==> config.mk <==
export PLATFORM = sky130hd
export DESIGN_NAME = braille_player
export DESIGN_NICKNAME = d
export VERILOG_FILES = /design/src/rtl/braille_pkg.sv /design/src/rtl/letter_to_braille.sv /design/src/rtl/braille_player.sv
export SDC_FILE = /design/constraint.sdc
export NUM_CORES = 1
export LEC_CHECK = 0
export BUFFER_PORTS_ARGS = -buffer_cell sky130_fd_sc_hd__buf_2
export CORE_ASPECT_RATIO = 1.5
export CORE_MARGIN = 10
export CORE_UTILIZATION = 25
export CTS_CLUSTER_DIAMETER = 50
export DETAILED_ROUTE_END_ITERATION = 8
export PLACE_DENSITY = 0.46
export SKIP_CTS_REPAIR_TIMING = 1
export SKIP_LAST_GASP = 1
export SLEW_MARGIN = 40
export SYNTH_ARGS = -nofsm -noshare
export SYNTH_HDL_FRONTEND = slang
export SYNTH_SLANG_ARGS = --single-unit
==> constraint.sdc <==
create_clock -name CLOCK_50 -period 6.5 [get_ports CLOCK_50]
set_input_delay 0 -clock CLOCK_50 [delete_from_list [all_inputs] [get_ports CLOCK_50]]
set_output_delay 0 -clock CLOCK_50 [all_outputs]
set_load 0.05 [all_outputs]
==> src/rtl/braille_pkg.sv <==
// braille_pkg: shared states, letter codes and dot patterns for the Braille player
package braille_pkg;
  typedef enum logic [1:0] {IDLE, SHOW, GAP} state_t;
  localparam logic [4:0] SPACE = 5'd0, A = 5'd1, B = 5'd2, C = 5'd3, D = 5'd4, E = 5'd5, F = 5'd6;
  localparam logic [4:0] G = 5'd7, H = 5'd8, I = 5'd9, J = 5'd10, K = 5'd11, L = 5'd12, M = 5'd13;
  localparam logic [4:0] N = 5'd14, O = 5'd15, P = 5'd16, Q = 5'd17, R = 5'd18, S = 5'd19, T = 5'd20;
  localparam logic [4:0] U = 5'd21, V = 5'd22, W = 5'd23, X = 5'd24, Y = 5'd25, Z = 5'd26;
  localparam logic [5:0] BLANK = 6'h00, ERR = 6'h3F, W_PAT = 6'h3A, ROW2 = 6'h04, ROW3 = 6'h24;
  // first decade a-j; later rows are built from it by adding dots 3 and 6
  function automatic logic [5:0] aj(input logic [3:0] m);
    case (m)
      4'd0: aj = 6'h01;
      4'd1: aj = 6'h03;
      4'd2: aj = 6'h09;
      4'd3: aj = 6'h19;
      4'd4: aj = 6'h11;
      4'd5: aj = 6'h0B;
      4'd6: aj = 6'h1B;
      4'd7: aj = 6'h13;
      4'd8: aj = 6'h0A;
      4'd9: aj = 6'h1A;
      default: aj = BLANK;
    endcase
  endfunction
endpackage

==> src/rtl/letter_to_braille.sv <==
// letter_to_braille: combinational letter code to 6-dot pattern map
module letter_to_braille
  import braille_pkg::*;
(
  input  logic [4:0] letter,
  output logic [5:0] pattern
);
  logic [3:0] m;
  // w breaks the u-z run, so x-z index one step further back into a-e
  always_comb begin
    m = 4'(letter > W ? letter - 5'd22 : letter > T ? letter - 5'd21 : letter > J ? letter - 5'd11 : letter - 5'd1);
    pattern = letter == SPACE ? BLANK : letter > Z ? ERR : letter == W ? W_PAT :
              letter > T ? aj(m) | ROW3 : letter > J ? aj(m) | ROW2 : aj(m);
  end
endmodule

==> src/rtl/braille_player.sv <==
// braille_player: buffers letters and plays them back as timed Braille cells on LEDs
module braille_player #(
  parameter int DEPTH = 4,
  parameter int DWELL = 25_000_000,
  parameter int GAP = 5_000_000
) (
  input  logic                     CLOCK_50,
  input  logic                     RST,
  input  logic [4:0]               LETTER,
  input  logic                     WR,
  input  logic                     START,
  input  logic                     CLR,
  output logic [5:0]               LEDR,
  output logic                     BUSY,
  output logic                     DONE,
  output logic                     FULL,
  output logic [$clog2(DEPTH):0]   COUNT
);
  import braille_pkg::*;
  localparam int AW = $clog2(DEPTH);
  localparam int MX = DWELL > GAP ? DWELL : GAP;
  localparam int CW = MX > 1 ? $clog2(MX) : 1;
  localparam logic [CW-1:0] DL = CW'(DWELL - 1);
  localparam logic [CW-1:0] GL = CW'(GAP > 0 ? GAP - 1 : 0);
  logic [4:0] mem [DEPTH];
  state_t state, state_n;
  logic [CW-1:0] cnt, cnt_n;
  logic [AW-1:0] idx, idx_n;
  logic done_n, last, we;
  logic [5:0] pat;
  assign FULL = COUNT == (AW+1)'(DEPTH);
  assign last = idx == AW'(COUNT - 1'b1);
  assign we = state == IDLE && WR && !FULL && !START && !CLR;
  // pattern of the cell about to be shown, so LEDR can be registered
  letter_to_braille u_map (.letter(mem[idx_n]), .pattern(pat));
  // next state: CLR aborts anything; SHOW and GAP each time out on their counter
  always_comb begin
    state_n = state;
    cnt_n = cnt + 1'b1;
    idx_n = idx;
    done_n = 1'b0;
    if (CLR) begin
      state_n = IDLE;
      cnt_n = '0;
    end else if (state == IDLE) begin
      cnt_n = '0;
      if (START && COUNT != '0) begin
        state_n = SHOW;
        idx_n = '0;
      end else if (START) done_n = 1'b1;
    end else if ((state == SHOW && cnt == DL && GAP == 0) || (state == braille_pkg::GAP && cnt == GL)) begin
      cnt_n = '0;
      state_n = last ? IDLE : SHOW;
      idx_n = last ? idx : idx + 1'b1;
      done_n = last;
    end else if (state == SHOW && cnt == DL) begin
      cnt_n = '0;
      state_n = braille_pkg::GAP;
    end
  end
  // control state and registered outputs
  always_ff @(posedge CLOCK_50 or posedge RST) begin
    if (RST) begin
      state <= IDLE;
      cnt <= '0;
      idx <= '0;
      COUNT <= '0;
      LEDR <= BLANK;
      BUSY <= 1'b0;
      DONE <= 1'b0;
    end else begin
      state <= state_n;
      cnt <= cnt_n;
      idx <= idx_n;
      COUNT <= CLR ? '0 : we ? COUNT + 1'b1 : COUNT;
      LEDR <= state_n == SHOW ? pat : BLANK;
      BUSY <= state_n != IDLE;
      DONE <= done_n;
    end
  end
  // letter storage; validity is tracked by COUNT so no reset is needed
  always_ff @(posedge CLOCK_50) begin
    if (we) mem[COUNT[AW-1:0]] <= LETTER;
  end
endmodule

Word level (Yosys, flattened, before mapping)
Memories as Yosys holds them, arrays and structs flattened.
Cells that the tools add are included.
{"block": "word_totals", "register_bits": 40, "mem_bits_rw": 20, "romBits": 192, "input_bits": 10, "word_cells": 79, "memories": 4}
{"block": "op_classes", "add_sub_neg": 8, "magnitude_cmp": 4, "eq_ne": 8, "n_mux": 33, "reduce_logical": 15}
{"memory": "(name not given)", "words": 16, "width": 4, "rd": 1, "rd_ports_with_merged_regs": 0, "wr": 0, "line_no": "braille_pkg.sv:11", "source": "case (m)"}
{"memory": "(name not given)", "words": 16, "width": 4, "rd": 1, "rd_ports_with_merged_regs": 0, "wr": 0, "line_no": "braille_pkg.sv:11"}
{"memory": "(name not given)", "words": 16, "width": 4, "rd": 1, "rd_ports_with_merged_regs": 0, "wr": 0, "line_no": "braille_pkg.sv:11"}
{"memory": "mem", "words": 4, "width": 5, "rd": 1, "rd_ports_with_merged_regs": 0, "wr": 1, "line_no": "braille_player.sv:25", "source": "logic [4:0] mem [DEPTH];"}
{"op": "25-bit 2-to-1 mux", "n": 4}
{"op": "6-bit 2-to-1 mux", "n": 6}
{"op": "25-bit by 1-bit adder with 25-bit output, second input constant", "n": 1}
{"op": "25-bit by 23-bit == test with 1-bit output, second input constant", "n": 1}
{"op": "25-bit == test, second input constant", "n": 1}
{"op": "2-bit 2-to-1 mux", "n": 10}
{"op": "5-bit > comparator, second input constant", "n": 3}
{"op": "4-bit 2-to-1 mux", "n": 3}
{"op": "1-bit 2-to-1 mux", "n": 8}
{"op": "4-bit by 3-bit subtractor with 4-bit output, second input constant", "n": 2}
{"op": "1-bit logical AND", "n": 7}
{"op": "3-bit 2-to-1 mux", "n": 2}
{"op": "5-bit == test, second input constant", "n": 1}
{"op": "5-bit by 4-bit > comparator with 1-bit output, second input constant", "n": 1}
{"op": "5-bit logical NOT", "n": 1}
{"op": "2-bit by 1-bit == test with 1-bit output, second input constant", "n": 2}
{"op": "2-bit nonzero test", "n": 2}
{"op": "4-bit by 1-bit subtractor with 4-bit output, second input constant", "n": 1}
{"op": "4-bit subtractor, second input constant", "n": 1}
{"op": "3-bit by 1-bit adder with 3-bit output, second input constant", "n": 1}
{"op": "3-bit == test, second input constant", "n": 1}
{"op": "1-bit logical NOT", "n": 3}
{"op": "3-bit nonzero test", "n": 1}
{"op": "2-bit by 1-bit adder with 2-bit output, second input constant", "n": 1}
{"op": "4 further kinds", "n": 4}

Logic depth before layout (Yosys ltp)
Gate-level depths: netlist of the first run.
An unclocked memory read counts as a cell.
{"block": "depth", "depth_word": 18, "depth_mapped": 23}

Hierarchy
A second synthesis of the first run with hierarchy kept.
{"block": "hier_totals", "hier_cells": 314, "area_unflattened_um2": 3314.4}
{"module": "braille_player", "instances": 1, "cells_per_inst": 244, "area_per_inst_um2": 2782.7}
{"module": "letter_to_braille", "instances": 1, "cells_per_inst": 70, "area_per_inst_um2": 531.8}

Worst setup path before layout of the first run
OpenSTA, ideal clock, no wires.
{"block": "synth_timing", "kind": "register -> register", "startpoint": "reg COUNT[0]", "endpoint": "reg LEDR[1]", "setup_time_ns": 0.134, "arrival_ns": 4.961, "required_time_ns": 6.366, "setup_slack_ns": 1.405, "stages_incl_launch_ff": 24, "path_buffers": 2, "synth_period_minus_slack_ns": 5.095, "path_cell_list": "dfrtp_1 -> inv_1 -> ha_1 -> xnor2_1 -> mux2i_1 -> a2111o_1 -> and3_4 -> buf_6 -> mux2_2 -> mux2i_4 -> buf_2 -> ha_1 -> a22oi_1 -> a21oi_1 -> inv_1 -> nand2_1 -> ha_1 -> nand3_1 -> a21oi_1 -> a221oi_1 -> mux2_4 -> o32ai_1 -> a31o_1 -> a21oi_2"}
{"block": "synth_via", "elab_chain_len": 18, "word_cells_on_any_way": 38, "cone_classes": "add/sub: 5; order compare: 4; eq/ne: 3; mux: 19; reduce/logical: 3; memory: 4"}
{"item": "start, declared", "line_no": "braille_player.sv:17", "source": "output logic [$clog2(DEPTH):0] COUNT"}
{"item": "start signal, assigned", "line_no": "braille_player.sv:75", "source": "COUNT <= CLR ? '0 : we ? COUNT + 1'b1 : COUNT;"}
{"item": "2-bit by 1-bit subtractor with 2-bit output", "line_no": "braille_player.sv:32", "source": "assign last = idx == AW'(COUNT - 1'b1);"}
{"item": "2-bit == test", "line_no": "braille_player.sv:32"}
{"item": "2-bit 2-to-1 mux", "line_no": "braille_player.sv:54", "source": "idx_n = last ? idx : idx + 1'b1;"}
{"item": "2-bit 2-to-1 mux", "line_no": "braille_player.sv:51", "source": "end else if ((state == SHOW && cnt == DL && GAP == 0) || (state == braille_pkg::GAP && cnt == GL)) begin"}
{"item": "2-bit 2-to-1 mux", "line_no": "braille_player.sv:45", "source": "end else if (state == IDLE) begin"}
{"item": "2-bit 2-to-1 mux", "line_no": "braille_player.sv:42", "source": "if (CLR) begin"}
{"item": "memory 4 x 5 bit"}
{"item": "4-bit by 1-bit subtractor with 4-bit output (tied with other cells)", "line_no": "letter_to_braille.sv:11", "source": "m = 4'(letter > W ? letter - 5'd22 : letter > T ? letter - 5'd21 : letter > J ? letter - 5'd11 : letter - 5'd1 ..."}
{"item": "4-bit 2-to-1 mux (3 in series)", "line_no": "letter_to_braille.sv:11"}
{"item": "memory 16 x 4 bit"}
{"item": "6-bit 2-to-1 mux (2 in series)", "line_no": "letter_to_braille.sv:13", "source": "letter > T ? aj(m) | ROW3 : letter > J ? aj(m) | ROW2 : aj(m);"}
{"item": "6-bit 2-to-1 mux (3 in series)", "line_no": "letter_to_braille.sv:12", "source": "pattern = letter == SPACE ? BLANK : letter > Z ? ERR : letter == W ? W_PAT :"}
{"item": "6-bit 2-to-1 mux (*)", "line_no": "braille_player.sv:76", "source": "LEDR <= state_n == SHOW ? pat : BLANK;"}
{"item": "end signal, assigned", "line_no": "braille_player.sv:76"}
{"item": "end, declared", "line_no": "braille_player.sv:13", "source": "output logic [5:0] LEDR,"}
Mark *: on every way between the ends. The rest lies on a longest branch, timed or not.
A chain may end at the register's enable or synchronous reset.

Final worst setup path of the first run
{"block": "layout_timing", "startpoint": "reg COUNT[0]", "endpoint": "reg LEDR[3]"}
Same word-level chain as after synthesis.

==> results of run 1 <==
[where the power goes]
part | switching, W | internal, W | leakage, nW
clock | 0.000192 | 0.000303 | 0.147
combinational | 0.0000886 | 0.0000529 | 0.773
sequential | 0.00000407 | 0.000397 | 0.732
[flip-flops by register name (all words and copies together), names as in the netlist]
register and count:
BUSY 1, COUNT 3, DONE 1, LEDR 6, cnt 25, idx 2
mem 20, state 2
[layout by cell type, fill, tap and decap left out, types with 3 or more instances in the layout]
cell type,netlist,layout
a21oi_1,7,7
ha_1,9,9
xor2_1,16,16
a31oi_1,8,8
buf_2,3,21
o21a_1,3,3
and4_1,3,3
mux2_4,3,3
edfxtp_1,20,20
o21ai_0,9,9
nand2_1,25,25
xnor2_1,13,13
and3_1,7,7
a211o_1,4,4
inv_2,4,4
nor3_1,4,3
dfrtp_1,40,40
mux2_2,3,3
and2_1,5,5
mux2i_1,4,4
nand3_1,16,16
inv_1,16,16
dlygate4sd3_1,0,6
nor2_1,50,50
inv_6,0,4
nand3b_1,3,3
clkbuf_16,0,9
nand4_1,8,8
[synth_stat cells, types with 4 or more instances]
master,number
nor2_1,50
dfrtp_1,40
nand2_1,25
edfxtp_1,20
inv_1,16
nand3_1,16
xor2_1,16
xnor2_1,13
ha_1,9
o21ai_0,9
a31oi_1,8
nand4_1,8
a21oi_1,7
and3_1,7
clkbuf_1,7
and2_1,5
a211o_1,4
inv_2,4
mux2i_1,4
nor3_1,4
[per-layer routing]
layer / GRT usage, % / routed length (um)
met5: 0 / 0
met4: 4.85 / 227
met3: 2.41 / 224
met2: 17.7 / 4790
met1: 9.64 / 3320
[final cells by class]
class / instances / area share, %
multi-input cells: 249 / 42.2
flip-flops and latches: 60 / 39.3
clock buffers: 9 / 5.52
well taps: 162 / 4.97
repair buffers: 28 / 4.23
clock inverters: 7 / 1.99
inverters: 20 / 1.84
[metrics by stage]
step	instances	setup slack [ns]	power, W	instance area (sq um)	util, %
6_report	535	1.39	0.00104	4080	30.1
5_1_grt	535	1.04	0.00108	4080	30.1
4_1_cts	529	1.40	0.00105	4020	29.7
3_5_place_dp	513	1.45	0.000547	3710	27.4
3_3_place_gp	513	1.57	0.000546	3710	27.4
2_1_floorplan	340	1.41	0.000516	3440	-
[cell families after synthesis]
logic type,share of synthesized area (%)
buf+inv,3.70
mux,4.76
xor+xnor,7.37
simple gates,22.3
compound gates,11.5
flops,46.5
fa+ha+maj,3.85
[worst paths after layout]
check                          from       end  slack, ns  depth (start not counted)
max                        COUNT[0]   LEDR[3]       1.39                         21
min                             CLR  COUNT[2]       0.04                          2
max reg2reg                COUNT[0]   LEDR[3]       1.39                         21
min reg2reg                  cnt[0]    cnt[0]       0.48                          1
max in group asynchronous       RST    cnt[2]       5.78                          4
min in group asynchronous       RST   LEDR[3]       0.34                          4
==> impl_metrics.tcl, run 1 <==
set metrics [dict create \
    status "finished, final reports clean" \
    clockRootBuffer "clkbuf_16" \
    finalMaxSlewViolations 0 \
    fillCellCount 1404 \
    cp_slowest_cell "dfrtp_1" \
    drc 0 \
    maxSlewHeadroom_pct 64.1 \
    slowest_delay_ns 0.45 \
    synth-edff-count 20 \
    clock_sinks 60 \
    synth_area_leaders "dfrtp_1, edfxtp_1, nor2_1, xor2_1, xnor2_1" \
    cts-buffers-inserted 9 \
    start_kind "flop" \
    leakagePower_nw 1.65 \
    synth_ff_type "dfrtp_1" \
    tritoncts "yes" \
    hp-class "primary input to flop" \
    worstPathArrival_ns 5.36 \
    ys_seq_elements 60 \
    port_buffers 21 \
    clk_latency_ns 0.33 \
    syn_area_sq_um 3440 \
    drive_gt1_share_pct 17.2 \
    grt_pass1_vias 2755 \
    fmax_ghz 0.196 \
    hold_slack_ns 0.0351 \
    die_h_um 164 \
    dieArea_sq_um 19000 \
    multiInputGateArea_sq_um 1720 \
    pwr_density_cell_nw_per_um2 254 \
    core_area_sq_um 13500 \
    dp_hpwl_um 6400 \
    grt_pass1_wl_um 14200 \
    synth_top_cell_by_area "dfrtp_1" \
    rsz0062_at_grt "no" \
    finalSetupViolations 0 \
    criticalPathCategory "flop to flop" \
    nNetsFinal 388 \
    syn_avg_cell_area_sq_um 10.1 \
    antenna_found_initial 0 \
    clk_pin_slew_ns 0.06 \
    grt.total_usage_pct 9.60 \
    yosysSeqAreaShare_pct 46.5 \
    grt_max_degree 41 \
    path_buf_inv 2 \
    chipWidth_um 116 \
    maxCapViolCount 0 \
    setup_tns_ns 0 \
    syn2layout_area_growth_pct 18.5 \
    worst_slew_pin_slew_ns 0.538 \
    ys_types 66 \
    grt-ovfl-total 0 \
    start_util_pct 25.5 \
    place_congestion 0.863 \
    antenna_cells 0 \
    wl_per_cell_um 16.0 \
    final-seq-area_sq_um 1600 \
    routed_wl_um 8550 \
    async_flop_share_pct 66.7 \
    finalHoldViolations 0 \
    vdd_drop_max_uv 110 \
    synth.net_count 360 \
    period_needed_ns 5.11 \
    ant_nets 0 \
    clock_path_buffers 2 \
    dr.pass1.iters 4 \
    h-tree-depth 3 \
    drt_iter0_drc 110 \
    yosysWarnings 0 \
    num_vias 2633 \
    avgViaCountPerCell 4.92 \
    cp.required_ns 6.75 \
    path_max_fanout 12 \
    yosysTopAreaCellShare_pct 29.1 \
    netlist_instances 340 \
    cp-end-kind "flop" \
    pin_count 22 \
    cp_cell_sequence "inv_1 > ha_1 > xnor2_1 > mux2i_1 > a2111o_1 > and3_4 > mux2_2 > mux2i_4 > ha_1 > a22oi_1 > a21oi_1 > inv_1 > nand2_1 > ha_1 > nand3_1 > a21oi_1 > a221oi_1 > mux2_4 > a21o_4 > o21a_1 > a21oi_1" \
    critical_path.top_delay_family "compound AO/OA/AOI/OAI gates" \
    post-route-period-util_pct 78.6 \
    skew_ns 0.00600 \
    row_count 52 \
]
Note: power is estimated with default switching activity, not from simulation.
==> inputs of run 2 (changes only) <==
--- a/config.mk
+++ b/config.mk
@@ -11,7 +11,7 @@
 export CORE_UTILIZATION = 25
 export CTS_CLUSTER_DIAMETER = 50
 export DETAILED_ROUTE_END_ITERATION = 8
-export PLACE_DENSITY = 0.46
+export PLACE_DENSITY = 0.47
 export SKIP_CTS_REPAIR_TIMING = 1
 export SKIP_LAST_GASP = 1
 export SLEW_MARGIN = 40
==> constraint.sdc (replaced) <==
create_clock -name CLOCK_50 -period 4.3 [get_ports CLOCK_50]
set_input_delay 0 -clock CLOCK_50 [delete_from_list [all_inputs] [get_ports CLOCK_50]]
set_output_delay 0 -clock CLOCK_50 [all_outputs]
set_load 0.05 [all_outputs]
==> run 2 against run 1 <==
Compared with the run above: non-clock buffer count is 40 higher; core utilization is 3.4 points higher; largest cell class unchanged; total power is 59% higher; hold slack better by 0.011 ns; register-to-register slack worse by 1.3 ns; design area is 11% higher; clock power is 55% higher; sequential power is 51% higher; final cell count is 7.5% higher; clock skew is 0.0017 ns lower; wire length is 3.8% higher.
==> impl_metrics.tcl, run 2 (synthesis gave the netlist of run 1 again) <==
set metrics [dict create \
    status "finished, final reports clean" \
    cts-buffers-inserted 9 \
    drt_iter0_drc 116 \
    tritoncts "yes" \
    syn2layout_area_growth_pct 32.0 \
    finalSetupViolations 0 \
    slowest_delay_ns 0.44 \
    path_max_fanout 8 \
    whs_path_depth 2 \
    layout_common_cells "nor2_1, buf_4, dfrtp_1" \
    worstPathArrival_ns 4.49 \
    ant_nets 0 \
    start_util_pct 25.5 \
    chipWidth_um 116 \
    wl_per_cell_um 15.4 \
    vdd_drop_max_uv 194 \
    worst_slew_pin_slew_ns 0.727 \
    fmax_ghz 0.236 \
    clock_sinks 60 \
    grt_pass1_wl_um 14600 \
    maxCapViolCount 0 \
    routed_wl_um 8880 \
    cp-end-kind "flop" \
    fillCellCount 1394 \
    clk_latency_ns 0.33 \
    pin_count 22 \
    dieArea_sq_um 19000 \
    antenna_cells 0 \
    pwr_density_cell_nw_per_um2 363 \
    nNetsFinal 428 \
    grt.total_usage_pct 9.84 \
    cp_slowest_cell "dfrtp_2" \
    hp-class "primary input to flop" \
    clock_path_buffers 2 \
    h-tree-depth 3 \
    grt_max_degree 41 \
    port_buffers 21 \
    row_count 52 \
    r2r_slack_ns 0.06 \
    start_kind "flop" \
    antenna_found_initial 0 \
    leakagePower_nw 1.89 \
    period_needed_ns 4.24 \
    largest_reg_flops 25 \
    place_inst 547 \
    dp_hpwl_um 6710 \
    finalMaxSlewViolations 0 \
    drc 0 \
    grt-ovfl-total 0 \
    avgViaCountPerCell 4.84 \
    dpl_cell_area_sq_um 4030 \
    core_area_sq_um 13500 \
    skew_ns 0.00434 \
    largest-register "cnt" \
    cp_cell_sequence "and4b_1 > nand4_2 > a2111o_1 > and3_4 > a211o_1 > and2_4 > ha_4 > a22oi_2 > a21oi_2 > inv_1 > nand2_2 > ha_4 > nand3_2 > a21oi_2 > a221oi_2 > mux2_4 > a21o_4 > nand2b_4 > a31oi_4" \
    clockRootBuffer "clkbuf_16" \
    num_vias 2784 \
    rsz0062_at_grt "yes" \
    place_congestion 0.830 \
    dp_slack_ns -0.00599 \
    criticalPathCategory "flop to flop" \
    finalHoldViolations 0 \
    final_area_sq_um 4550 \
    ff2ff_path_depth 19 \
    layoutNonFillerInstCount 575 \
    grt_pass1_vias 2908 \
    dr.pass1.iters 4 \
    post-route-period-util_pct 98.7 \
    finalWorstSetupSlack_ns 0.0579 \
    cp.required_ns 4.55 \
    maxSlewHeadroom_pct 51.1 \
    clk_pin_slew_ns 0.05 \
    drive_gt1_share_pct 31.5 \
    final_common_cell "nor2_1" \
    die_h_um 164 \
]
[run 2: cell types whose count changed in the layout (fill, tap and decap cells not counted), sizes merged]
cell / change
buf: +40
clkinv: +3
inv: -4
bufinv: +1
[run 2: worst max-delay path, delay by kind of cell (launching register included)]
| kind | cells | cell delay [ns] |
|---|---|---|
| buffers and inverters | 1 | 0.09 |
| AND/OR/NAND/NOR | 7 | 1.15 |
| flip-flops | 1 | 0.44 |
| multiplexers | 1 | 0.36 |
| AO/OA/AOI/OAI | 8 | 1.77 |
| adder cells (fa/ha/maj) | 2 | 0.39 |
[run 2: layout make-up]
class | instances | area, sq um | area share (%)
clock buffers | 9 | 225 | 4.95
clock inverters | 7 | 91.3 | 2.01
inverters | 20 | 77.6 | 1.71
multi-input cells | 249 | 1870 | 41.1
flip-flops and latches | 60 | 1610 | 35.3
well taps | 162 | 203 | 4.46
repair buffers | 68 | 477 | 10.5
[run 2: final timing paths]
path,start,end
worst min register to register,cnt[4],cnt[4]
max in group asynchronous,RST,cnt[15]
min in group asynchronous,RST,LEDR[3]
worst max register to register,cnt[15],LEDR[4]
worst max-delay path,cnt[15],LEDR[4]
worst min-delay path,CLR,COUNT[0]
[run 2: where the power goes]
group	total (W)	internal, W	switching (W)
sequential	0.000605	0.000600	0.00000472
combinational	0.000276	0.000120	0.000155
clock	0.000769	0.000504	0.000265
[run 2: metrics by stage]
stage,hold slack (ns),total power [W],TNS (ns),util (%)
finish,0.0465,0.00165,0,33.6
global route,0.0469,0.00172,-0.428,33.6
CTS,-0.186,0.00165,-0.0358,32.1
detailed placement,0.171,0.000864,-0.00599,29.8
global placement,0.171,0.000862,0,29.8
floorplan,0.0989,0.000795,-0.632,-
[run 2: routing by layer]
| layer | GRT usage (%) | vias up | share of wire (%) |
|---|---|---|---|
| met5 | 0 | - | 0 |
| met4 | 5.54 | 0 | 2.5 |
| li1 | - | 1364 | - |
| met3 | 2.12 | 16 | 2.7 |
| met1 | 9.85 | 1363 | 38 |
| met2 | 18.2 | 41 | 57 |
==> inputs of run 3 (changes only) <==
--- a/config.mk
+++ b/config.mk
@@ -6,7 +6,7 @@
 export NUM_CORES = 1
 export LEC_CHECK = 0
 export BUFFER_PORTS_ARGS = -buffer_cell sky130_fd_sc_hd__buf_2
-export CORE_ASPECT_RATIO = 1.5
+export CORE_ASPECT_RATIO = 0.6
 export CORE_MARGIN = 10
 export CORE_UTILIZATION = 25
 export CTS_CLUSTER_DIAMETER = 50
==> run 3 against run 2 <==
Compared with the run above: hold slack worse by 0.029 ns; core utilization is 0.35 points lower; wire length is 2.6% higher; sequential cell count stayed put; maximum frequency is 1.0% lower; final cell count is 2.6% higher; sequential share of layout area is 0.23 points higher; clock-buffer cell count stayed put; sequential power hardly changed; critical endpoint unchanged; largest cell class unchanged.
==> impl_metrics.tcl, run 3 (synthesis gave the netlist of run 1 again) <==
set metrics [dict create \
    grt.total_usage_pct 9.66 \
    pwr_density_cell_nw_per_um2 339 \
    final_area_sq_um 4520 \
    post-route-util_pct 33.3 \
    clock_sinks 60 \
    clockRootBuffer "clkbuf_16" \
    avgViaCountPerCell 4.63 \
    grt-ovfl-total 0 \
    vdd_drop_max_uv 181 \
    start_util_pct 25.4 \
    port_buffers 21 \
    cp_slowest_cell "dfrtp_1" \
    hp-class "primary input to flop" \
    fillCellCount 1407 \
    worst_slew_pin_slew_ns 0.546 \
    largest-register "cnt" \
    layout_common_cells "nor2_1, buf_4, dfrtp_1" \
    maxCapViolCount 0 \
    routed_wl_um 9110 \
    ant_nets 0 \
    leakagePower_nw 1.88 \
    finalMaxSlewViolations 0 \
    die_h_um 111 \
    grt_pass1_wl_um 14400 \
    start_kind "flop" \
    dpl_cell_area_sq_um 4080 \
    period_needed_ns 4.29 \
    met2_length_um 3140 \
    row_count 33 \
    criticalPathCategory "flop to flop" \
    post-route-period-util_pct 99.7 \
    clock_path_buffers 2 \
    drc 0 \
    dp_hpwl_um 6880 \
    skew_ns 0.0113 \
    status "finished, final reports clean" \
    drive_gt1_share_pct 31.8 \
    h-tree-depth 3 \
    dieArea_sq_um 19000 \
    syn2layout_area_growth_pct 31.1 \
    clk_pin_slew_ns 0.05 \
    antenna_cells 0 \
    tritoncts "yes" \
    cp_cell_sequence "nor4b_4 > nand4_1 > a2111o_1 > and3_4 > mux2_4 > mux2i_4 > ha_4 > a22oi_2 > a21oi_2 > inv_1 > nand2_2 > ha_4 > nand3_2 > a21oi_2 > a221oi_2 > mux2_4 > a21o_4 > nand2b_4 > a31oi_1" \
    highest_layer "met4" \
    rsz0062_at_grt "yes" \
    place_congestion 0.832 \
    wl_per_cell_um 15.4 \
    layoutNonFillerInstCount 590 \
    antenna_found_initial 0 \
    chipWidth_um 172 \
    clk_latency_ns 0.33 \
    num_vias 2733 \
    maxSlewHeadroom_pct 63.5 \
    place_inst 564 \
    core_area_sq_um 13600 \
    dr_wl_met3_um 494 \
    cts-buffers-inserted 9 \
    finalHoldViolations 0 \
    worstPathArrival_ns 4.53 \
    grt_pass1_vias 2587 \
    cp-end-kind "flop" \
    final_common_cell "nor2_1" \
    grt_max_degree 41 \
    path_max_fanout 8 \
    power_w 0.00153 \
    cp.required_ns 4.54 \
    drt_iter0_drc 227 \
    fmax_ghz 0.233 \
    pin_count 22 \
    drt-met1-wl_um 5370 \
    largest_reg_flops 25 \
    finalSetupViolations 0 \
    slowest_delay_ns 0.41 \
    dr.pass1.iters 5 \
    nNetsFinal 430 \
]
## run 3: where the power goes
part           internal [W]  leakage (nW)  switching (W)
clock              0.000386         0.131       0.000265
combinational      0.000118          1.02       0.000157
sequential         0.000600         0.728     0.00000457
## run 3: worst max-delay path, delay by kind of cell, from the launching register on
family	cells	cell delay, ns
AND/OR/NAND/NOR	6	1.07
buffers and inverters	1	0.07
AO/OA/AOI/OAI	7	1.38
flip-flops	1	0.41
multiplexers	3	0.89
adder cells (fa/ha/maj)	2	0.37
## run 3: final timing paths
check                      depth (start not counted)        to     from  slack, ns
max reg2reg                                       19   LEDR[4]  cnt[20]       0.01
min                                                2  COUNT[2]      CLR       0.02
min in group asynchronous                          4    idx[0]      RST       0.35
min reg2reg                                        1    cnt[0]   cnt[0]       0.49
max in group asynchronous                          4  COUNT[1]      RST       3.56
max                                               19   LEDR[4]  cnt[20]       0.01
## run 3: metrics by stage
step,setup TNS (ns),hold slack (ns),setup WS (ns)
2_1_floorplan,-0.632,0.0989,-0.210
3_3_place_gp,0,0.165,0.0549
3_5_place_dp,-0.109,0.164,-0.0507
4_1_cts,-0.201,-0.185,-0.0810
5_1_grt,-0.516,0.0135,-0.186
6_report,0,0.0176,0.0141
## run 3: metal layers
metal | up-vias | track usage [%]
met3 | 9 | 3.38
met1 | 1298 | 16.1
li1 | 1353 | -
met5 | - | 0
met4 | 0 | 3.17
met2 | 73 | 10.2
## run 3: cell type report
cell class | instances | area (sq um) | share of cell area (%)
inverters | 20 | 77.6 | 1.72
repair buffers | 70 | 488 | 10.8
multi-input cells | 249 | 1860 | 41.1
clock inverters | 7 | 43.8 | 0.970
clock buffers | 9 | 225 | 4.99
well taps | 175 | 219 | 4.85
flip-flops and latches | 60 | 1610 | 35.5
